--- src/rtl/port_strobed_in.sv ---
// port_strobed_in: configurable-width input port for an 8255A-compatible
// peripheral.
//   mode 0 : simple sampled input; data_out follows the synchronised pins.
//   mode 1 : strobed handshake input (STB#/IBF/INTR) with a DEPTH-entry FIFO.
// Ports:
//   clk, reset_n        : system clock, asynchronous active-low reset
//   mode                : 0 = sampled, 1 = strobed handshake
//   port_in, stb_n      : external port data and peripheral strobe
//   rd_n                : CPU read strobe (pop on its rising edge)
//   inte, ovf_clr       : interrupt enable, synchronous overflow clear
//   data_out            : value presented to the CPU read mux
//   ibf, not_empty      : FIFO full / FIFO holds at least one entry
//   intr, count, ovf    : interrupt request, occupancy, sticky overflow
module port_strobed_in #(
  parameter int WIDTH       = 8,
  parameter int DEPTH       = 4,
  parameter int SYNC_STAGES = 2,
  parameter int CW          = $clog2(DEPTH + 1)
) (
  input  logic             clk,
  input  logic             reset_n,
  input  logic             mode,
  input  logic [WIDTH-1:0] port_in,
  input  logic             stb_n,
  input  logic             rd_n,
  input  logic             inte,
  input  logic             ovf_clr,
  output logic [WIDTH-1:0] data_out,
  output logic             ibf,
  output logic             not_empty,
  output logic             intr,
  output logic [CW-1:0]    count,
  output logic             ovf
);

  localparam int            PW   = $clog2(DEPTH);
  localparam logic [CW-1:0] FULL = CW'(DEPTH);
  localparam logic [CW-1:0] ONE  = CW'(1);

  logic [SYNC_STAGES-1:0] stb_sync_q, stb_sync_d;
  logic [SYNC_STAGES-1:0] rd_sync_q, rd_sync_d;
  logic [WIDTH-1:0]       pin_sync_q [SYNC_STAGES];
  logic [WIDTH-1:0]       pin_sync_d [SYNC_STAGES];
  logic                   stb_dly_q, rd_dly_q;
  logic                   mode_q;
  logic [PW-1:0]          wr_ptr_q, wr_ptr_d, rd_ptr_q, rd_ptr_d;
  logic [CW-1:0]          count_q, count_d;
  logic                   ovf_q, ovf_d, intr_q, intr_d;
  logic [WIDTH-1:0]       data_out_q, data_out_d;
  logic [WIDTH-1:0]       mem_q [DEPTH];

  logic             stb_s, rd_s;
  logic [WIDTH-1:0] pin_s;
  logic             mode_chg, active, stb_fall, rd_rise;
  logic             full, push, pop_ok, push_ok, ovf_set;

  assign stb_s = stb_sync_q[SYNC_STAGES-1];
  assign rd_s  = rd_sync_q[SYNC_STAGES-1];
  assign pin_s = pin_sync_q[SYNC_STAGES-1];

  always_comb begin
    stb_sync_d    = {stb_sync_q[SYNC_STAGES-2:0], stb_n};
    rd_sync_d     = {rd_sync_q[SYNC_STAGES-2:0], rd_n};
    pin_sync_d[0] = port_in;
    for (int i = 1; i < SYNC_STAGES; i++) pin_sync_d[i] = pin_sync_q[i-1];
  end

  // A mode change discards any edge seen in the same cycle, so push/pop are
  // only honoured when the live mode and its registered copy are both 1.
  assign mode_chg = mode ^ mode_q;
  assign active   = mode & ~mode_chg;
  assign stb_fall = stb_dly_q & ~stb_s;
  assign rd_rise  = ~rd_dly_q & rd_s;
  assign full     = (count_q == FULL);
  assign push     = active & stb_fall;
  assign pop_ok   = active & rd_rise & (count_q != '0);
  // A pop in the same cycle frees the slot, so a full FIFO still accepts.
  assign push_ok  = push & (~full | pop_ok);
  assign ovf_set  = push & full & ~pop_ok;

  always_comb begin
    wr_ptr_d = wr_ptr_q;
    rd_ptr_d = rd_ptr_q;
    count_d  = count_q;
    if (mode_chg) begin
      wr_ptr_d = '0;
      rd_ptr_d = '0;
      count_d  = '0;
    end else begin
      if (push_ok) wr_ptr_d = wr_ptr_q + 1'b1;
      if (pop_ok)  rd_ptr_d = rd_ptr_q + 1'b1;
      count_d = count_q + CW'(push_ok) - CW'(pop_ok);
    end
  end

  always_comb begin
    ovf_d = ovf_q;
    if (mode_chg)     ovf_d = 1'b0;
    else if (ovf_set) ovf_d = 1'b1;
    else if (ovf_clr) ovf_d = 1'b0;
  end

  assign intr_d = ~mode_chg & inte & (count_q != '0) & stb_s & rd_s;

  // data_out is registered and must show the new head at the same edge the
  // FIFO state changes. If the entry being written is the new head, it is not
  // in memory yet, so bypass pin_s.
  always_comb begin
    data_out_d = data_out_q;
    if (!mode) begin
      data_out_d = pin_s;
    end else if (count_d != '0) begin
      if (push_ok && (count_d == ONE)) data_out_d = pin_s;
      else                             data_out_d = mem_q[rd_ptr_d];
    end
  end

  always_ff @(posedge clk or negedge reset_n) begin
    if (!reset_n) begin
      stb_sync_q <= '1;
      rd_sync_q  <= '1;
      for (int i = 0; i < SYNC_STAGES; i++) pin_sync_q[i] <= '0;
      stb_dly_q  <= 1'b1;
      rd_dly_q   <= 1'b1;
      mode_q     <= 1'b0;
      wr_ptr_q   <= '0;
      rd_ptr_q   <= '0;
      count_q    <= '0;
      ovf_q      <= 1'b0;
      intr_q     <= 1'b0;
      data_out_q <= '0;
    end else begin
      stb_sync_q <= stb_sync_d;
      rd_sync_q  <= rd_sync_d;
      pin_sync_q <= pin_sync_d;
      stb_dly_q  <= stb_s;
      rd_dly_q   <= rd_s;
      mode_q     <= mode;
      wr_ptr_q   <= wr_ptr_d;
      rd_ptr_q   <= rd_ptr_d;
      count_q    <= count_d;
      ovf_q      <= ovf_d;
      intr_q     <= intr_d;
      data_out_q <= data_out_d;
    end
  end

  // Storage needs no reset: count and pointers define which entries are valid.
  always_ff @(posedge clk) begin
    if (push_ok) mem_q[wr_ptr_q] <= pin_s;
  end

  assign data_out  = data_out_q;
  assign ibf       = full;
  assign not_empty = (count_q != '0);
  assign intr      = intr_q;
  assign count     = count_q;
  assign ovf       = ovf_q;

endmodule

--- config.mk ---
export PLATFORM = sky130hd
export DESIGN_NAME = port_strobed_in
export DESIGN_NICKNAME = d
export VERILOG_FILES = /design/src/rtl/port_strobed_in.sv
export SDC_FILE = /design/constraint.sdc
export NUM_CORES = 1
export LEC_CHECK = 0
export ABC_AREA = 0
export BUFFER_PORTS_ARGS = -buffer_cell sky130_fd_sc_hd__buf_2
export CAP_MARGIN = 40
export CORE_MARGIN = 2
export CORE_UTILIZATION = 50
export DETAILED_ROUTE_END_ITERATION = 6
export GPL_TIMING_DRIVEN = 0
export MAX_ROUTING_LAYER = met4
export PLACE_DENSITY = 0.8
export SLEW_MARGIN = 20
export SYNTH_ARGS = -nofsm -noshare
export SYNTH_HDL_FRONTEND = slang
export SYNTH_SLANG_ARGS = --single-unit
--- constraint.sdc ---
create_clock -name clk -period 6 [get_ports clk]
set_clock_uncertainty 0.05 [all_clocks]
set_input_delay 1.2 -clock clk [delete_from_list [all_inputs] [get_ports clk]]
set_output_delay 1.2 -clock clk [all_outputs]
set_load 0.01 [all_outputs]
Word-level counts from Yosys, hierarchy flattened
Memories as Yosys holds them, arrays and structs flattened. Cells that the tools add are included.

Equal/unequal tests: 3. Reductions and logical operators: 5. Bitwise gates (word level): 20. Multiplexer cells: 13. Add/subtract/negate cells: 4.

Operators with widths (count): two-way mux 8 bit (3); AND 1 bit (13); nonzero test 3 bit (3); two-way mux 2 bit (4); two-way mux 1 bit (5); NOT 1 bit (5); adder 2 x 1 -> 2 bit, second input constant (2); adder 3 x 1 -> 3 bit (1); == test 3 x 1 -> 1 bit, second input constant (1); == test 3 bit, second input constant (1); two-way mux 3 bit (1); subtractor 3 x 1 -> 3 bit (1); != test 2 x 1 -> 1 bit, second input constant (1); nonzero test 2 bit (1); logical AND 1 bit (1); OR 1 bit (1); bitwise XOR 1 bit (1).

Word-level logic and storage cells: 59. Output and inout port bits: 15. Bits in writable memories: 32. Memories kept: 1. Bits in registers: 40. Bits of input ports: 15.

Memory list: mem_q (depth 4, bits a word 8, read ports 1, clocked after memory_dff 0, wr ports 1, line 50) `logic [WIDTH-1:0] mem_q [DEPTH];`.

Depth between registers and ports, before layout
Depth in word-level cells: 15. Gate-level depth with buffers: 17. Depth with buffers taken out: 12.

Worst setup path before layout
Ideal clock, no wire load.

Path kind: input-to-reg. From: input mode. To: register data_out_q[1], in the netlist data_out[1]. Data arrival time: 4.040 ns. Setup slack: 1.826 ns. Setup time: 0.084 ns. Stages on the path: 15. Required time: 5.866 ns. Buffers on the path: 4. Path through: ha_1 and3b_1 buf_2 and2_4 buf_6 buf_6 mux2_1 ha_1 inv_1 fa_1 and2_1 buf_1 a31oi_2 nand4_1 a41oi_2.

Word-level cells in the longest chain between the ends: 15.

RTL lines: start: declaration (line 22) `input logic mode,`; bitwise XOR 1 bit (line 70) `assign mode_chg = mode ^ mode_q;`; NOT 1 bit (line 71) `assign active = mode & ~mode_chg;`; AND 1 bit (line 71); AND 1 bit (2 in series) (line 76) `assign pop_ok = active & rd_rise & (count_q != '0);`; OR 1 bit (line 78) `assign push_ok = push & (~full | pop_ok);`; AND 1 bit (line 78); adder 3 x 1 -> 3 bit (line 92) `count_d = count_q + CW'(push_ok) - CW'(pop_ok);`; subtractor 3 x 1 -> 3 bit (line 92); two-way mux 3 bit (line 85) `if (mode_chg) begin`; == test 3 x 1 -> 1 bit (line 113) `if (push_ok && (count_d == ONE)) data_out_d = pin_s;`; logical AND 1 bit (line 113); two-way mux 8 bit (line 113); two-way mux 8 bit (line 112) `end else if (count_d != '0) begin`; two-way mux 8 bit (line 110) `if (!mode) begin`; end signal: assignment (line 144) `data_out_q <= data_out_d;`; end: declaration (line 49) `logic [WIDTH-1:0] data_out_q, data_out_d;`.

Several ways; a longest one is shown, not always the timed one. The select of a mux whose other input is x is not followed. A chain may end at the register's enable or synchronous reset.

Final worst setup path
From: input mode. To: register data_out_q[2], in the netlist data_out[2].

Same word-level chain as after synthesis.

==> impl_metrics.ini <==
[status]
status = completed

[logic_synthesis]
ys_ff_latch = 72
synth_warnings = 0
synthTopCellsByCount = 34 x dfrtp_1, 32 x edfxtp_1, 25 x nor2_1, 24 x nand4_1, 19 x nand2_1
synth_edf_count = 32
synth-async-reset-ratio_pct = 55.56
synth_cell_type_count = 40
synth.most_common_cell = dfrtp_1
synth_area_leaders = edfxtp_1 29%, dfrtp_1 26%, dfstp_2 4.8%
seq_area_frac_synth_pct = 60.05
synth_top_cell_by_area = edfxtp_1
syn_inst = 268
syn-cell-area_sq_um = 3279
synth-main-ff-cell = dfrtp_1
syn-num-nets = 290
syn_area_per_cell_sq_um = 12.24
synthDominantCellAreaShare_pct = 29.30

[finish]
drive_above_1_share_pct = 25.80
nets = 331
antenna_cells = 0
n_fill_cell = 468
stdcell_count = 391
seqCellArea_sq_um = 1969
multi_input_area_sq_um = 1165
syn_to_final_growth_pct = 14.77
utilization_pct = 59.27

[detailed_routing]
drcViolationCount = 0
drtAntennaViolNets = 0
wirelength_mm = 7.741
vias = 2393
drt_first_pass_iters = 5
avgRoutedWirePerCell_um = 19.80
detail_route.vias_per_cell = 6.120
first_iter_violations = 235

[grt]
grt_pass1_wl_mm = 12.48
grt_pass1_vias = 2440
gr-total-overflow = 0
grt_max_degree = 41
grt_use_total_pct = 24.07
antenna_found_initial = 0

[die]
fp.dieH_um = 84.99
ios = 30
fp.dieArea_sq_um = 7222
start_util_pct = 51.65
die_width_um = 84.99
fp-row-count = 29
coreArea_sq_um = 6350

[sta]
fin_crit_sh_pct = 78.84
hold_viol = 0
worstMarginPinSlew_ns = 0.6155
relSlewSlack_pct = 58.81
rsz0062_at_grt = no
fmax_mhz = 211.4
tns_ns = 0
setup_viol = 0
period_needed_ns = 4.731
slew_violations = 0

[place]
dp_cells = 374
io_buffers = 29
gp_congestion = 0.8824
dp_hpwl_mm = 5.126

[setup_path]
crit_type = in -> reg
crit_required_ns = 6.22
r2r_slack_ns = 1.91
regToRegStartpoint = rd_sync_q[1]$_DFF_PN1_
reg2regPathDepth = 14
worstSetupStartpointType = input pin
crit_arrival_ns = 4.95
path_max_fanout = 10
r2r-end = data_out[2]$_DFFE_PN0P_
endpoint_kind = flip-flop

[clock_tree]
cts.clk_slew.worst_paths_ns = 0.08
clk_latency_ns = 0.35
cts_buffers = 9
ctsHoldBuffers = 0
h-tree-depth = 3
cts_sinks = 72
clockBufferDepth = 2
cts_tree = built
cts_root_buf = clkbuf_8
postCtsSetupRepairBufs = 0
postCtsResizedCells = 0

[power_and_ir_drop]
ir_drop_mv = 0.2146
leakage_uw = 0.001440
p_per_area_nw_per_um2 = 282.4

[min_path]
whs_endpoint = pin_s[1]$_DFF_PN0_
min_path_type = reg -> reg
hp-start = pin_sync_d[1]$_DFF_PN0_
hold_depth = 0

[job]
cap_violations = 0
-- area by class of cell --
class                   count  share of cell area (%)
plain buffers              19                   2.959
clock buffers              11                   4.322
clock inverters             5                   1.596
inverters                   9                  0.8976
multi-input cells         168                   30.95
flip-flops and latches     72                   52.33
well taps                  77                   2.560
repair buffers             30                   4.388
-- stage by stage --
stage	area [sq um]	hold WS, ns	power, uW	setup WS, ns
after global placement	3521	0.2812	651.2	1.094
after global routing	3764	0.3096	1097	1.054
final	3764	0.2999	1063	1.269
after detailed placement	3521	0.2864	655.8	1.019
after CTS	3744	0.3046	1069	1.382
after floorplan	3279	0.2812	613.9	1.826
-- logic make-up (layout without fill, tap and decap cells) --
family | after synthesis | count (layout) | share of synthesized area, %
xor+xnor | 4 | 4 | 1.068
fa+ha+maj | 7 | 7 | 2.900
flops | 72 | 72 | 60.05
buf+inv | 28 | 74 | 4.426
simple gates | 102 | 102 | 16.90
mux | 10 | 10 | 3.091
compound gates | 45 | 45 | 11.56
-- sequential cells by signal (all words and copies together), names as in the netlist --
name,cells
count,3
ovf,1
stb_dly_q,1
rd_sync_q,2
wr_ptr_q,2
rd_ptr_q,2
data_out,8
rd_dly_q,1
stb_sync_q,2
intr,1
mem_q,32
pin_s,8
mode_q,1
pin_sync_d,8
-- layout by cell type (no fill, tap or decap), types with 7 or more instances in the layout --
cell type,instances
buf_2,34
dfrtp_1,34
edfxtp_1,32
nor2_1,25
nand4_1,24
nand2_1,19
nand3b_1,10
o21ai_0,10
a21oi_1,10
clkbuf_8,10
mux2i_1,9
nor3_1,7
o211ai_1,7
o221a_2,7
-- metal layers --
| metal | routed length (um) | track usage [%] | share of wire [%] |
|---|---|---|---|
| met2 | 3850 | 37.86 | 50 |
| met4 | 231 | 10.25 | 3.0 |
| met1 | 3058 | 29.14 | 40 |
| met3 | 599 | 7.004 | 7.7 |
| met5 | 0 | - | 0 |
-- worst max-delay path by stage --
stage               start                 endpoint  cells past startpoint
floorplan            mode  data_out[1]$_DFFE_PN0P_                     15
global placement     mode  data_out[7]$_DFFE_PN0P_                     16
detailed placement   mode  data_out[2]$_DFFE_PN0P_                     16
CTS                  mode  data_out[2]$_DFFE_PN0P_                     16
global route         mode  data_out[7]$_DFFE_PN0P_                     16
finish               mode  data_out[2]$_DFFE_PN0P_                     16
-- power by group --
| part | internal [uW] | switching [uW] |
|---|---|---|
| logic | 37.5 | 60.6 |
| registers | 536 | 14.7 |
| clock network | 230 | 184 |
| total | 804 | 259 |
-- worst max-delay path: stages --
cell and delay, ns:
buf_2 0.13, ha_1 0.21, and3b_1 0.16, buf_2 0.24, and2_4 0.18, buf_6 0.14, buf_6 0.16, mux2_1 0.33
ha_1 0.18, inv_1 0.08, fa_1 0.46, and2_1 0.17, buf_1 0.22, a31oi_2 0.56, nand4_1 0.28, a41oi_2 0.25
Note: power is estimated with default switching activity, not from simulation.
